--- src/rtl/prodesc_arb_pkg.sv ---
// Shared types and sizes for the produto_escalar arbiter: the operation
// state machine encoding and the operand/result geometry of the shared unit.
package prodesc_arb_pkg;

  localparam int VEC_LEN = 8;
  localparam int ELEM_W  = 8;
  localparam int RES_W   = 64;
  localparam int OPND_W  = VEC_LEN * ELEM_W;
  localparam int TMO_W   = 16;

  typedef enum logic [1:0] {
    IDLE,
    START,
    WAIT,
    RESP
  } state_e;

endpackage

--- src/rtl/rr_arbiter.sv ---
// Combinational round-robin pick: the first set request at or after the
// pointer wins, wrapping back to the lowest index when none is found.
module rr_arbiter #(
  parameter int N_REQ = 2
) (
  input  logic [N_REQ-1:0]         i_req,
  input  logic [$clog2(N_REQ)-1:0] i_ptr,
  output logic [N_REQ-1:0]         o_gnt,
  output logic [$clog2(N_REQ)-1:0] o_idx,
  output logic                     o_any
);

  localparam int IDX_W = $clog2(N_REQ);

  logic [IDX_W-1:0] w_hi_idx;
  logic [IDX_W-1:0] w_lo_idx;
  logic             w_hi_any;
  logic             w_lo_any;

  // NOTE: every signal written here gets a default first; a path that leaves
  // one unassigned would infer a latch.
  always_comb begin
    w_hi_idx = '0;
    w_lo_idx = '0;
    w_hi_any = 1'b0;
    w_lo_any = 1'b0;
    // Scanning downwards leaves the lowest qualifying index as the last write.
    for (int i = N_REQ - 1; i >= 0; i--) begin
      if (i_req[i]) begin
        w_lo_idx = IDX_W'(i);
        w_lo_any = 1'b1;
        if (i >= int'(i_ptr)) begin
          w_hi_idx = IDX_W'(i);
          w_hi_any = 1'b1;
        end
      end
    end
    o_any = w_lo_any;
    o_idx = w_hi_any ? w_hi_idx : w_lo_idx;
    o_gnt = w_lo_any ? (N_REQ'(1) << o_idx) : '0;
  end

endmodule

--- src/rtl/produto_escalar_arbiter.sv ---
// Shares one produto_escalar dot-product unit between N_REQ requesters with
// round-robin arbitration. Define PRODESC_ARB_TIMEOUT_EN to abort WAIT after
// TIMEOUT_CYCLES with an error response.
module produto_escalar_arbiter
  import prodesc_arb_pkg::*;
#(
  parameter int N_REQ          = 2,
  parameter int TIMEOUT_CYCLES = 64
) (
  input  logic                    clk,
  input  logic                    rst,
  input  logic [N_REQ-1:0]        i_req,
  input  logic [N_REQ*OPND_W-1:0] i_req_a,
  input  logic [N_REQ*OPND_W-1:0] i_req_b,
  output logic [N_REQ-1:0]        o_gnt,
  output logic [N_REQ-1:0]        o_rsp_valid,
  input  logic [N_REQ-1:0]        i_rsp_ready,
  output logic [RES_W-1:0]        o_rsp_result,
  output logic                    o_rsp_err,
  output logic                    o_busy,
  output logic                    o_pe_start,
  output logic [OPND_W-1:0]       o_pe_a,
  output logic [OPND_W-1:0]       o_pe_b,
  input  logic                    i_pe_done,
  input  logic [RES_W-1:0]        i_pe_result
);

  localparam int IDX_W = $clog2(N_REQ);

  // An illegal configuration elaborates this empty scope, visible in the hierarchy.
  if (N_REQ < 2 || N_REQ > 8 || TIMEOUT_CYCLES < 1 || TIMEOUT_CYCLES > 65535) begin : g_illegal_config
  end

  state_e             r_state;
  logic [IDX_W-1:0]   r_ptr;
  logic [IDX_W-1:0]   r_win;
  logic [N_REQ-1:0]   r_gnt;
  logic [N_REQ-1:0]   r_rsp_valid;
  logic               r_pe_start;
  logic [OPND_W-1:0]  r_pe_a;
  logic [OPND_W-1:0]  r_pe_b;
  logic [RES_W-1:0]   r_rsp_result;

  logic [N_REQ-1:0]   w_win_oh;
  logic [IDX_W-1:0]   w_win_idx;
  logic               w_win_any;
  logic               w_win_ready;
  logic [IDX_W-1:0]   w_ptr_next;

  rr_arbiter #(.N_REQ(N_REQ)) u_rr (
    .i_req (i_req),
    .i_ptr (r_ptr),
    .o_gnt (w_win_oh),
    .o_idx (w_win_idx),
    .o_any (w_win_any)
  );

  assign w_win_ready = i_rsp_ready[r_win];
  assign w_ptr_next  = (r_win == IDX_W'(N_REQ - 1)) ? '0 : r_win + IDX_W'(1);

`ifdef PRODESC_ARB_TIMEOUT_EN
  localparam logic [TMO_W-1:0] TMO_LAST = TMO_W'(TIMEOUT_CYCLES - 1);
  logic             r_rsp_err;
  logic [TMO_W-1:0] r_tmo_cnt;
`endif

  // NOTE: state registers use non-blocking assignments so every flop samples
  // the pre-edge values, independent of statement order.
  always_ff @(posedge clk or negedge rst) begin
    if (!rst) begin
      r_state      <= IDLE;
      r_ptr        <= '0;
      r_win        <= '0;
      r_gnt        <= '0;
      r_rsp_valid  <= '0;
      r_pe_start   <= 1'b0;
      r_pe_a       <= '0;
      r_pe_b       <= '0;
      r_rsp_result <= '0;
`ifdef PRODESC_ARB_TIMEOUT_EN
      r_rsp_err    <= 1'b0;
      r_tmo_cnt    <= '0;
`endif
    end else begin
      case (r_state)
        IDLE: if (w_win_any) begin
          r_pe_a     <= i_req_a[w_win_idx*OPND_W +: OPND_W];
          r_pe_b     <= i_req_b[w_win_idx*OPND_W +: OPND_W];
          r_win      <= w_win_idx;
          r_gnt      <= w_win_oh;
          r_pe_start <= 1'b1;
          r_state    <= START;
        end
        START: begin
          r_gnt      <= '0;
          r_pe_start <= 1'b0;
          r_state    <= WAIT;
`ifdef PRODESC_ARB_TIMEOUT_EN
          r_tmo_cnt  <= '0;
`endif
        end
        WAIT: if (i_pe_done) begin
          r_rsp_result <= i_pe_result;
          r_rsp_valid  <= N_REQ'(1) << r_win;
          r_state      <= RESP;
`ifdef PRODESC_ARB_TIMEOUT_EN
          r_rsp_err    <= 1'b0;
        end else if (r_tmo_cnt == TMO_LAST) begin
          // The unit is abandoned; a late done is dropped because we leave WAIT.
          r_rsp_result <= '0;
          r_rsp_err    <= 1'b1;
          r_rsp_valid  <= N_REQ'(1) << r_win;
          r_state      <= RESP;
        end else begin
          r_tmo_cnt    <= r_tmo_cnt + TMO_W'(1);
`endif
        end
        RESP: if (w_win_ready) begin
          r_rsp_valid <= '0;
          r_ptr       <= w_ptr_next;
          r_state     <= IDLE;
        end
        default: r_state <= IDLE;
      endcase
    end
  end

  assign o_gnt        = r_gnt;
  assign o_rsp_valid  = r_rsp_valid;
  assign o_rsp_result = r_rsp_result;
  assign o_busy       = (r_state != IDLE);
  assign o_pe_start   = r_pe_start;
  assign o_pe_a       = r_pe_a;
  assign o_pe_b       = r_pe_b;
`ifdef PRODESC_ARB_TIMEOUT_EN
  assign o_rsp_err    = r_rsp_err;
`else
  assign o_rsp_err    = 1'b0;
`endif

endmodule

--- config.mk ---
export PLATFORM = sky130hd
export DESIGN_NAME = produto_escalar_arbiter
export DESIGN_NICKNAME = d
export VERILOG_FILES = /design/src/rtl/prodesc_arb_pkg.sv /design/src/rtl/rr_arbiter.sv /design/src/rtl/produto_escalar_arbiter.sv
export SDC_FILE = /design/constraint.sdc
export NUM_CORES = 1
export LEC_CHECK = 0
export ABC_CLOCK_PERIOD_IN_PS = 2300
export CORE_AREA = 3 3 203 205
export DETAILED_ROUTE_END_ITERATION = 16
export DIE_AREA = 0 0 206 208
export PLACE_DENSITY = 0.5
export SYNTH_ARGS = -nofsm -noshare
export SYNTH_HDL_FRONTEND = slang
export SYNTH_HIERARCHICAL = 1
export SYNTH_SLANG_ARGS = --single-unit
--- constraint.sdc ---
create_clock -name clk -period 2.3 [get_ports clk]
set_input_delay 0.345 -clock clk [delete_from_list [all_inputs] [get_ports clk]]
set_output_delay 0.345 -clock clk [all_outputs]
set_load 0.01 [all_outputs]
Word level (Yosys, flattened, before mapping). Cells that the tools add are included. W data, S select, Z words.

$add $sub $neg: 1. Magnitude comparators: 2. Eq/ne operators: 6. Shift-type cells: 4. Mux-type cells: 21. Reduce and logical (&&, ||, !) cells: 10.

Operators with widths (number): $shiftx A128 B8 Y64 (2); $mux W1 (12); $mux W2 (5); $pmux W2 S2 (2); $pmux W2 S4 (1); $reduce_and A2 Y1 (4); $reduce_and A3 Y1 (2); $reduce_bool A2 Y1 (3); $eq A2 B2 Y1 const B (2); $ne A2 B2 Y1 const B (2); $shl A1 B1 Y2 const A (2); $eq A2 B1 Y1 const B (1); $logic_not A2 Y1 (1); $lt A1 B2 Y1 const B (1); $ne A2 B1 Y1 const B (1); $pmux W1 S2 (1); $add A1 B1 Y1 const B (1); $ge A1 B1 Y1 const A (1).

Register bits: 201. Bits of input ports: 327. Logic and storage cells: 53.

Depth between registers and ports, before layout. Gate-level depths: netlist of the first run.

Depth in word-level cells: 7. Depth in mapped cells: 8.

Cells and area by module. The synthesis of the first run kept the hierarchy.

By module, submodules not included: produto_escalar_arbiter (times used 1, cells an instance 742, area each 8867.3 µm², seq. area each 5029.8 µm²); rr_arbiter (times used 1, cells an instance 5, area each 32.5 µm², seq. area each 0.0 µm²).

Worst setup path after synthesis of the first run. Ideal clock, no wire load.

Kind: reg-to-reg. From: reg r_state[0]. To: reg r_rsp_result[10], in the netlist o_rsp_result[10]. Library setup time: 0.125 ns. Data arrival time: 1.451 ns. Data required time: 2.175 ns. Slack: 0.724 ns. Cell stages (with the launch flop): 7. Buffers on the path: 2. Path through: dfrtp_1 -> inv_1 -> ha_1 -> clkbuf_2 -> nand2_2 -> buf_2 -> mux2_2.

Word-level cells in the longest chain between the ends: 2.

Ends and longest elaborated chain: from (decl) (line produto_escalar_arbiter.sv:34) `state_e r_state;`; from (signal assigned) (line produto_escalar_arbiter.sv:71) `r_state <= IDLE;`; from (signal assigned) (line produto_escalar_arbiter.sv:92) `r_state <= START;`; from (signal assigned) (line produto_escalar_arbiter.sv:97) `r_state <= WAIT;`; $eq A2 B2 Y1 (line produto_escalar_arbiter.sv:85) `case (r_state)`; $reduce_and A2 Y1 (no source line); to (signal assigned) (line produto_escalar_arbiter.sv:103) `r_rsp_result <= i_pe_result;`; to (decl) (line produto_escalar_arbiter.sv:42) `logic [RES_W-1:0] r_rsp_result;`.

Every way passes these cells. A chain may end at the register's enable or synchronous reset.

Worst setup path after layout of the first run.
From: reg r_state[1]. To: out o_busy.

Word-level cells in the longest chain between the ends: 1.

Ends and longest elaborated chain: $reduce_bool A2 Y1 (line produto_escalar_arbiter.sv:131) `assign o_busy = (r_state != IDLE);`; to (decl) (line produto_escalar_arbiter.sv:20) `output logic o_busy,`.

Every way passes these cells.

==> results of run 1 <==
[worst paths after layout]
path,endpoint,slack [ps],depth (start not counted)
setup reg to reg,o_rsp_result[10],500,5
min in group clk,o_rsp_result[53],440,2
max in group asynchronous,o_rsp_result[63],1250,3
setup / recovery,o_busy,130,4
hold / removal,o_pe_b[4],330,2
hold reg to reg,o_rsp_result[7],500,1
[layout by cell type, fill, tap and decap left out, drive strengths merged, types with 2 or more instances in the layout]
cell type	Yosys	layout
clkbuf	1	39
clkinvlp	0	2
mux2	66	66
nor2	130	130
o22ai	3	3
buf	51	29
ha	4	4
nand2	4	4
nor2b	2	2
dfrtp	201	201
inv	8	8
a21oi	131	131
o21a	2	2
a21boi	3	3
a22o	4	4
mux2i	129	129
clkdlybuf4s50	0	523
[sequential cells by signal (all words and copies together), names as in the netlist, 2 cells and up]
| name | cells |
|---|---|
| o_rsp_valid | 2 |
| o_pe_a | 64 |
| r_state | 2 |
| o_gnt | 2 |
| o_rsp_result | 64 |
| o_pe_b | 64 |
[routing by layer]
| metal | track usage (%) | up-vias |
|---|---|---|
| met2 | 25.3 | 340 |
| met1 | 17.5 | 3516 |
| met4 | 2.83 | 4 |
| met5 | 0 | - |
| li1 | - | 3640 |
| met3 | 6.95 | 37 |
[cell families after synthesis]
kind of cell | after synthesis | synth area share, %
AOI/OAI and AO/OA | 146 | 9.52
adders and majority gates | 4 | 0.562
buffers and inverters | 60 | 4.40
DFF | 201 | 56.5
muxes | 195 | 22.9
other | 1 | 0.0421
and+or+nand+nor | 140 | 6.10
[what timing repair did]
item / in CTS / in global routing
pin swaps: 0 / 0
setup buffers: 0 / 1
endpoints found under the setup margin: 1 / 1
endpoints found under the hold margin: 35 / 0
hold buffers: 1 / 0
gates resized for setup: 1 / 0
[synth_stat cells, drive strengths merged]
| cell type | count | area [um^2] |
|---|---|---|
| mux2 | 66 | 743 |
| a21oi | 131 | 727 |
| nor2 | 130 | 488 |
| a22o | 4 | 35.0 |
| conb | 1 | 3.75 |
| or2 | 1 | 6.26 |
| mux2i | 129 | 1290 |
| nand3b | 1 | 7.51 |
| and2 | 1 | 6.26 |
| clkbuf | 1 | 5.00 |
| dfrtp | 201 | 5030 |
| a221oi | 1 | 15.0 |
| nor2b | 2 | 12.5 |
| ha | 4 | 50.1 |
| o21ai | 1 | 5.00 |
| o21a | 2 | 15.0 |
| a2bb2oi | 1 | 8.76 |
| a21boi | 3 | 22.5 |
| buf | 51 | 357 |
| o22ai | 3 | 18.8 |
| nand2 | 4 | 17.5 |
| inv | 8 | 30.0 |
| nand3 | 1 | 5.00 |
[power by group through the flow]
stage,combinational [uW],clock (uW),sequential [uW]
after floorplan,3470,0,7060
after global placement,9600,0,6260
after detailed placement,9620,0,6320
after CTS,9660,3790,6290
after global routing,10300,3920,6510
final,9480,3620,6260
[area by class of cell]
type,instances,area share [%]
repair buffers,554,36.3
flip-flops and latches,201,32.2
multi-input cells,486,22.4
clock buffers,38,4.58
well taps,525,4.21
inverters,8,0.192
clock inverters,3,0.128
[per-stage QoR]
| step | area [um^2] | hold slack, ps |
|---|---|---|
| 2_1_floorplan | 8900 | 49.4 |
| 3_3_place_gp | 14900 | 311 |
| 3_5_place_dp | 14900 | 315 |
| 4_1_cts | 15600 | 307 |
| 5_1_grt | 15600 | 356 |
| 6_report | 15600 | 334 |
==> flow_summary_export.csv, run 1 <==
group,metric,value,unit
pwr,switchingPower,6610,uW
routing,drt_iter0_drc,254,
pwr,p_clk_share,18.7,%
layout,fillCellCount,3882,
worst_setup_path,rr_startpoint,"r_state[0]",
clocking,path_clk_slew,60,ps
worst_setup_path,cp_num_buf_inv,3,
clocking,cts_tree,"built",
routing,postRouteWirelength,33500,um
layout,seq_area,5030,um^2
routing,drt-met1-wl,12900,um
run_status,status,"finished clean",
layout,final_nets,1607,
worst_setup_path,cp_top_family,"buffers and inverters",
placed_design,dp.cells,1772,
pwr,seqPwrFrac,32.3,%
synthesis,synth_cells,747,
routing,highest_layer,"met5",
worst_setup_path,cpPeakStageDelay,490,ps
layout,multi_input_area,3490,um^2
clocking,htree_levels,1,
sta,period_share,94.4,%
placed_design,gp_congestion,0.765,
synthesis,yosysSeqAreaShare,56.5,%
grt,antenna_found_initial,2,
pwr,p_per_area,1240,nW/um^2
sta,setup_slack,128,ps
clocking,clkSinkCount,201,
sta,skew,9.15,ps
worst_setup_path,setup.worst_path.start,"r_state[1]",
layout,diodes,0,
floorplanning,dieArea,42800,um^2
sta,layout_min_cycle_time,2170,ps
clocking,clock_path_buffers,3,
run,drv_cap,0,
synthesis,synth_seq_cells,201,
pwr,combPwrFrac,49.0,%
layout,syn_to_final_growth,75.4,%
sta,drv_slew,0,
floorplanning,ios,526,
placed_design,pre_cts_slack,141,ps
clocking,cts-root-buf,"clkbuf_16",
grt,grt_pass1_vias,7998,
worst_setup_path,cp_max_fo,7,
layout,fin_util,39.4,%
pwr,p_leak,0.00649,uW
min_path,hp-class,"in2async",
grt,grt_usage,14.9,%
layout,final_cells,1815,
routing,wire_per_inst,18.5,um
synthesis,synth_nets,1078,
worst_setup_path,crit_required,1960,ps
placed_design,io_buffers,524,
synthesis,synth_warnings,6,
floorplanning,num_rows,73,
routing,post_drt_via_cell_ratio,4.15,
worst_setup_path,worstPathArrival,1830,ps
synthesis,yosysUniqueCellTypes,28,
routing,drt-pass1-iter-count,4,
pwr,power,19400,uW
worst_setup_path,crit_chain,"inv_1 > ha_2 > inv_1 > clkdlybuf4s50_1",
worst_setup_path,cpMostUsedCell,"inv_1",
floorplanning,die_w,206,um
floorplanning,floorplan.initialDensity,22.5,%
clocking,cts_buffers,25,
worst_setup_path,critPathKind,"reg2out",
sta,grt_setup_unrepaired,"false",
sta,hold_viol,0,
grt,grt_max_degree,69,
grt,grt_first_pass_wirelength,49900,um
routing,drc,0,
layout,drive_above_1_share,11.8,%
pwr,p_int,12700,uW
floorplanning,die_h,208,um
worst_setup_path,critPathCaptureType,"output pin",
routing,ant_nets,0,
worst_setup_path,crit_slowest_cell,"clkdlybuf4s50_1",
synthesis,avgSynthCellArea,11.9,um^2
sta,fin_setup_tns,0,ps
floorplanning,core_area,39600,um^2
worst_setup_path,startpoint_type,"register",
routing,vias,7537,
clocking,clock_latency,520,ps
sta,setup-violations-final,0,
pwr,power_switching_share,34.2,%
pwr,ir_drop,897,uV
sta,timing.fmax,460,MHz
routing,dr_wl_met2,15900,um
grt,grt_overflow,0,
placed_design,dp_hpwl,26200,um
synthesis,syn_area,8900,um^2
routing,wl_met3,4290,um
Power figures use the tool's default switching activity.
==> run 2: changes to the inputs <==
- ABC_CLOCK_PERIOD_IN_PS: 2300 -> 2790
- clock period: 2.3 -> 2.79 ns (I/O delays scaled with it)
==> flow_summary_export.csv, run 2 (synthesized netlist as in run 1, its figures left out) <==
group,metric,value,unit
sta,fin_setup_tns,0,ps
sta,drv_slew,0,
clocking,cts-root-buf,"clkbuf_16",
sta,hold_viol,0,
grt,grt_pass1_vias,7835,
layout,final_cells,1812,
floorplanning,core_area,39600,um^2
sta,slew_headroom,62.8,%
worst_setup_path,cpMostUsedCell,"inv_1",
placed_design,io_buffers,524,
floorplanning,die_w,206,um
sta,layout_min_cycle_time,2350,ps
clocking,clock_latency,540,ps
layout,diodes,0,
sta,skew,18.8,ps
routing,vias,7505,
pwr,p_leak,0.00651,uW
routing,ant_nets,0,
sta,worst_pin_slew,558,ps
floorplanning,num_rows,73,
floorplanning,ios,526,
grt,antenna_found_initial,2,
clocking,post_cts_resized,0,
sta,grt_setup_unrepaired,"false",
worst_setup_path,crit_required,2370,ps
layout,syn_to_final_growth,75.7,%
worst_setup_path,r2r_slack,870,ps
sta,timing.fmax,425,MHz
worst_setup_path,worstPathArrival,1930,ps
grt,grt_first_pass_wirelength,48400,um
routing,drt_iter0_drc,240,
placed_design,dp.cells,1765,
layout,layout_common_cells,"523 x clkdlybuf4s50_1, 201 x dfrtp_1, 130 x nor2_1",
routing,postRouteWirelength,33000,um
worst_setup_path,crit_chain,"inv_1 > ha_1 > inv_1 > clkdlybuf4s50_1",
run,drv_cap,0,
run_status,status,"finished clean",
layout,multi_input_area,3490,um^2
grt,grt_overflow,0,
pwr,ir_drop,708,uV
placed_design,dp_hpwl,25800,um
floorplanning,floorplan.initialDensity,22.5,%
layout,drive_above_1_share,12.0,%
clocking,path_clk_slew,60,ps
clocking,cts_tree,"built",
worst_setup_path,cp_max_fo,7,
routing,post_drt_via_cell_ratio,4.14,
sta,period_share,84.4,%
floorplanning,dieArea,42800,um^2
layout,mostFrequentLayoutCell,"clkdlybuf4s50_1",
pwr,power,16200,uW
routing,drt-pass1-iter-count,4,
floorplanning,die_h,208,um
routing,wire_per_inst,18.2,um
placed_design,gp_congestion,0.782,
routing,drc,0,
layout,final_nets,1600,
worst_setup_path,cpPeakStageDelay,550,ps
layout,fillCellCount,3890,
sta,setup-violations-final,0,
clocking,clkSinkCount,201,
worst_setup_path,startpoint_type,"register",
clocking,clock_path_buffers,3,
grt,grt_max_degree,62,
min_path,hp-class,"in2async",
pwr,p_per_area,1040,nW/um^2
grt,grt_usage,14.5,%
worst_setup_path,crit_slowest_cell,"clkdlybuf4s50_1",
layout,seq_area,5030,um^2
worst_setup_path,critPathKind,"reg2out",
clocking,cts_buffers,26,
sta,whs,428,ps
clocking,htree_levels,1,
worst_setup_path,critPathCaptureType,"output pin",
[run 2: cell count changes in the layout (fill, tap and decap cells not counted), sizes merged]
| cell | previous run | this run |
|---|---|---|
| clkinv | 1 | 8 |
| clkbuf | 39 | 36 |
| buf | 29 | 21 |
| bufinv | 0 | 1 |
[run 2: layer usage]
layer	routed length, um	vias to the layer above	track usage, %	share of wire, %
met4	580	4	3.25	1.8
met5	18	-	0	0.054
met2	15400	345	24.4	46
met3	4200	42	6.74	13
met1	12900	3470	17.0	39
li1	-	3644	-	-
[run 2: worst paths after layout]
check,startpoint,to,cells after the start
min in group clk,i_pe_result[9],o_rsp_result[9],2
max reg2reg,r_state[0],o_pe_b[48],7
min,rst,o_pe_b[21],2
max,r_state[0],o_busy,4
max in group asynchronous,rst,o_rsp_result[15],3
min reg2reg,o_rsp_result[24],o_rsp_result[24],1
[run 2: worst max-delay path, delay by kind of cell, from the launching register on]
| family | cells | cell delay [ps] |
|---|---|---|
| flip-flops | 1 | 390 |
| buffers and inverters | 3 | 730 |
| adder cells (fa/ha/maj) | 1 | 290 |
[run 2: cell type report]
class	instances	share of cell area [%]
clock inverter	11	0.544
multi-input combinational	486	22.3
tap	525	4.20
sequential	201	32.2
inverter	8	0.192
timing repair buffer	546	35.7
clock buffer	35	4.90
[run 2: power breakdown]
| part | internal (uW) | total (uW) | switching [uW] | leakage, uW |
|---|---|---|---|---|
| Combinational | 4320 | 7740 | 3420 | 0.00381 |
| Sequential | 4390 | 5150 | 763 | 0.00227 |
| Clock | 2000 | 3300 | 1300 | 0.000424 |
| Total | 10700 | 16200 | 5480 | 0.00651 |
[run 2: timing repair]
item	CTS	global route
hold buffers	1	0
setup buffers	0	0
endpoints found under the hold margin	56	0
[run 2: stage by stage]
step                      instance area (um^2)  worst slack, ps  utilization [%]
after floorplan                           8900             1210                -
after CTS                                15600              378             39.5
after global placement                   14800              503             37.3
after detailed placement                 14800              451             37.3
final                                    15600              437             39.5
after global routing                     15600              330             39.5
==> run 3: changes to the inputs <==
- ABC_CLOCK_PERIOD_IN_PS: 2790 -> 2400
- CORE_AREA: 3 3 203 205 -> 3 3 204 206
- DIE_AREA: 0 0 206 208 -> 0 0 207 209
- clock period: 2.79 -> 2.4 ns (I/O delays scaled with it)
==> flow_summary_export.csv, run 3 (synthesized netlist as in run 1, its figures left out) <==
group,metric,value,unit
layout,layout_common_cells,"523 x clkdlybuf4s50_1, 201 x dfrtp_1, 130 x nor2_1",
floorplanning,die_h,209,um
worst_setup_path,r2r_slack,530,ps
clocking,cts_buffers,26,
floorplanning,num_rows,73,
worst_setup_path,critPathKind,"reg2out",
clocking,clkSinkCount,201,
pwr,p_leak,0.00658,uW
layout,final_nets,1612,
worst_setup_path,rr_worst_depth,5,
sta,layout_min_cycle_time,2260,ps
routing,vias,7648,
layout,drive_above_1_share,12.8,%
placed_design,dp.cells,1777,
worst_setup_path,crit_chain,"inv_1 > ha_2 > inv_1 > clkdlybuf4s50_1",
sta,whs,392,ps
sta,period_share,94.1,%
pwr,ir_drop,600,uV
floorplanning,floorplan.initialDensity,22.3,%
run,drv_cap,0,
worst_setup_path,setup.worst_path.start,"r_state[0]",
floorplanning,ios,526,
placed_design,dp_hpwl,26700,um
sta,drv_slew,0,
clocking,cts_setup_buffers,0,
routing,drt-pass1-iter-count,5,
sta,fin_setup_tns,0,ps
routing,ant_nets,0,
routing,wire_per_inst,18.7,um
worst_setup_path,worstPathArrival,1900,ps
routing,postRouteWirelength,34200,um
clocking,clock_path_buffers,3,
worst_setup_path,crit_required,2040,ps
floorplanning,core_area,39800,um^2
clocking,path_clk_slew,60,ps
pwr,power,19000,uW
worst_setup_path,critPathCaptureType,"output pin",
routing,drt_iter0_drc,232,
clocking,cts-root-buf,"clkbuf_16",
min_path,hp-class,"in2async",
layout,mostFrequentLayoutCell,"clkdlybuf4s50_1",
worst_setup_path,cpMostUsedCell,"inv_1",
placed_design,pre_cts_slack,199,ps
floorplanning,die_w,207,um
layout,syn_to_final_growth,77.1,%
worst_setup_path,startpoint_type,"register",
worst_setup_path,critPathCapture,"o_busy",
sta,worst_pin_slew,540,ps
grt,grt_first_pass_wirelength,52200,um
grt,grt_overflow,0,
floorplanning,dieArea,43300,um^2
sta,skew,11.5,ps
sta,timing.fmax,443,MHz
pwr,p_per_area,1210,nW/um^2
run_status,status,"finished clean",
grt,grt_usage,15.2,%
grt,grt_max_degree,65,
sta,setup_slack,142,ps
grt,antenna_found_initial,2,
sta,slew_headroom,64.0,%
clocking,htree_levels,1,
routing,drc,0,
routing,post_drt_via_cell_ratio,4.19,
placed_design,gp_congestion,0.785,
sta,hold_viol,0,
layout,diodes,0,
worst_setup_path,r2r-end,"o_rsp_result[40]",
placed_design,io_buffers,524,
worst_setup_path,crit_slowest_cell,"clkdlybuf4s50_1",
worst_setup_path,rr_startpoint,"r_state[0]",
worst_setup_path,cp_max_fo,7,
clocking,clock_latency,530,ps
sta,grt_setup_unrepaired,"false",
worst_setup_path,cpPeakStageDelay,550,ps
layout,final_cells,1826,
clocking,cts_tree,"built",
grt,grt_pass1_vias,8279,
sta,setup-violations-final,0,
-- run 3: final cells by class --
class	count	area, um^2
Fill cell	3945	24100
Inverter	8	30.0
Sequential cell	201	5030
Clock buffer	37	763
Tap cell	525	657
Multi-Input combinational cell	486	3490
Timing Repair Buffer	558	5680
Clock inverter	11	108
-- run 3: worst min path at each step --
stage / startpoint / to / slack (ps) / cells after the start
floorplan: rst / o_gnt[0] / 60 / 0
global placement: rst / o_pe_b[29] / 390 / 1
detailed placement: rst / o_pe_b[29] / 390 / 1
CTS: rst / o_pe_b[40] / 380 / 2
global route: i_pe_result[2] / o_rsp_result[2] / 410 / 2
finish: rst / o_pe_b[29] / 390 / 2
-- run 3: what timing repair did --
item                       in CTS  in global routing
resized for setup               1                  0
setup endpoints to repair       1                  0
hold endpoints to repair       51                  0
hold buffers                    1                  0
-- run 3: power by group --
group	switching (uW)	total, uW	internal (uW)
Clock	1520	3940	2420
Combinational	3960	9050	5090
Sequential	917	6020	5100
-- run 3: routing by layer --
metal	global-route usage, %	vias up	share of wire (%)
met4	2.65	2	1.6
met2	25.8	370	47
li1	-	3660	-
met1	17.4	3581	39
met5	0	-	0.038
met3	7.99	35	12
-- run 3: through the flow --
| step | util [%] | cell area (um^2) |
|---|---|---|
| after global placement | 37.4 | 14900 |
| after floorplan | - | 8900 |
| after global routing | 39.6 | 15800 |
| after detailed placement | 37.4 | 14900 |
| after CTS | 39.6 | 15800 |
| final | 39.6 | 15800 |
-- run 3: critical path, delay by kind of cell, from the launching register on --
family                   cells  cell delay, ps
buffers and inverters        3             720
flip-flops                   1             410
adder cells (fa/ha/maj)      1             230
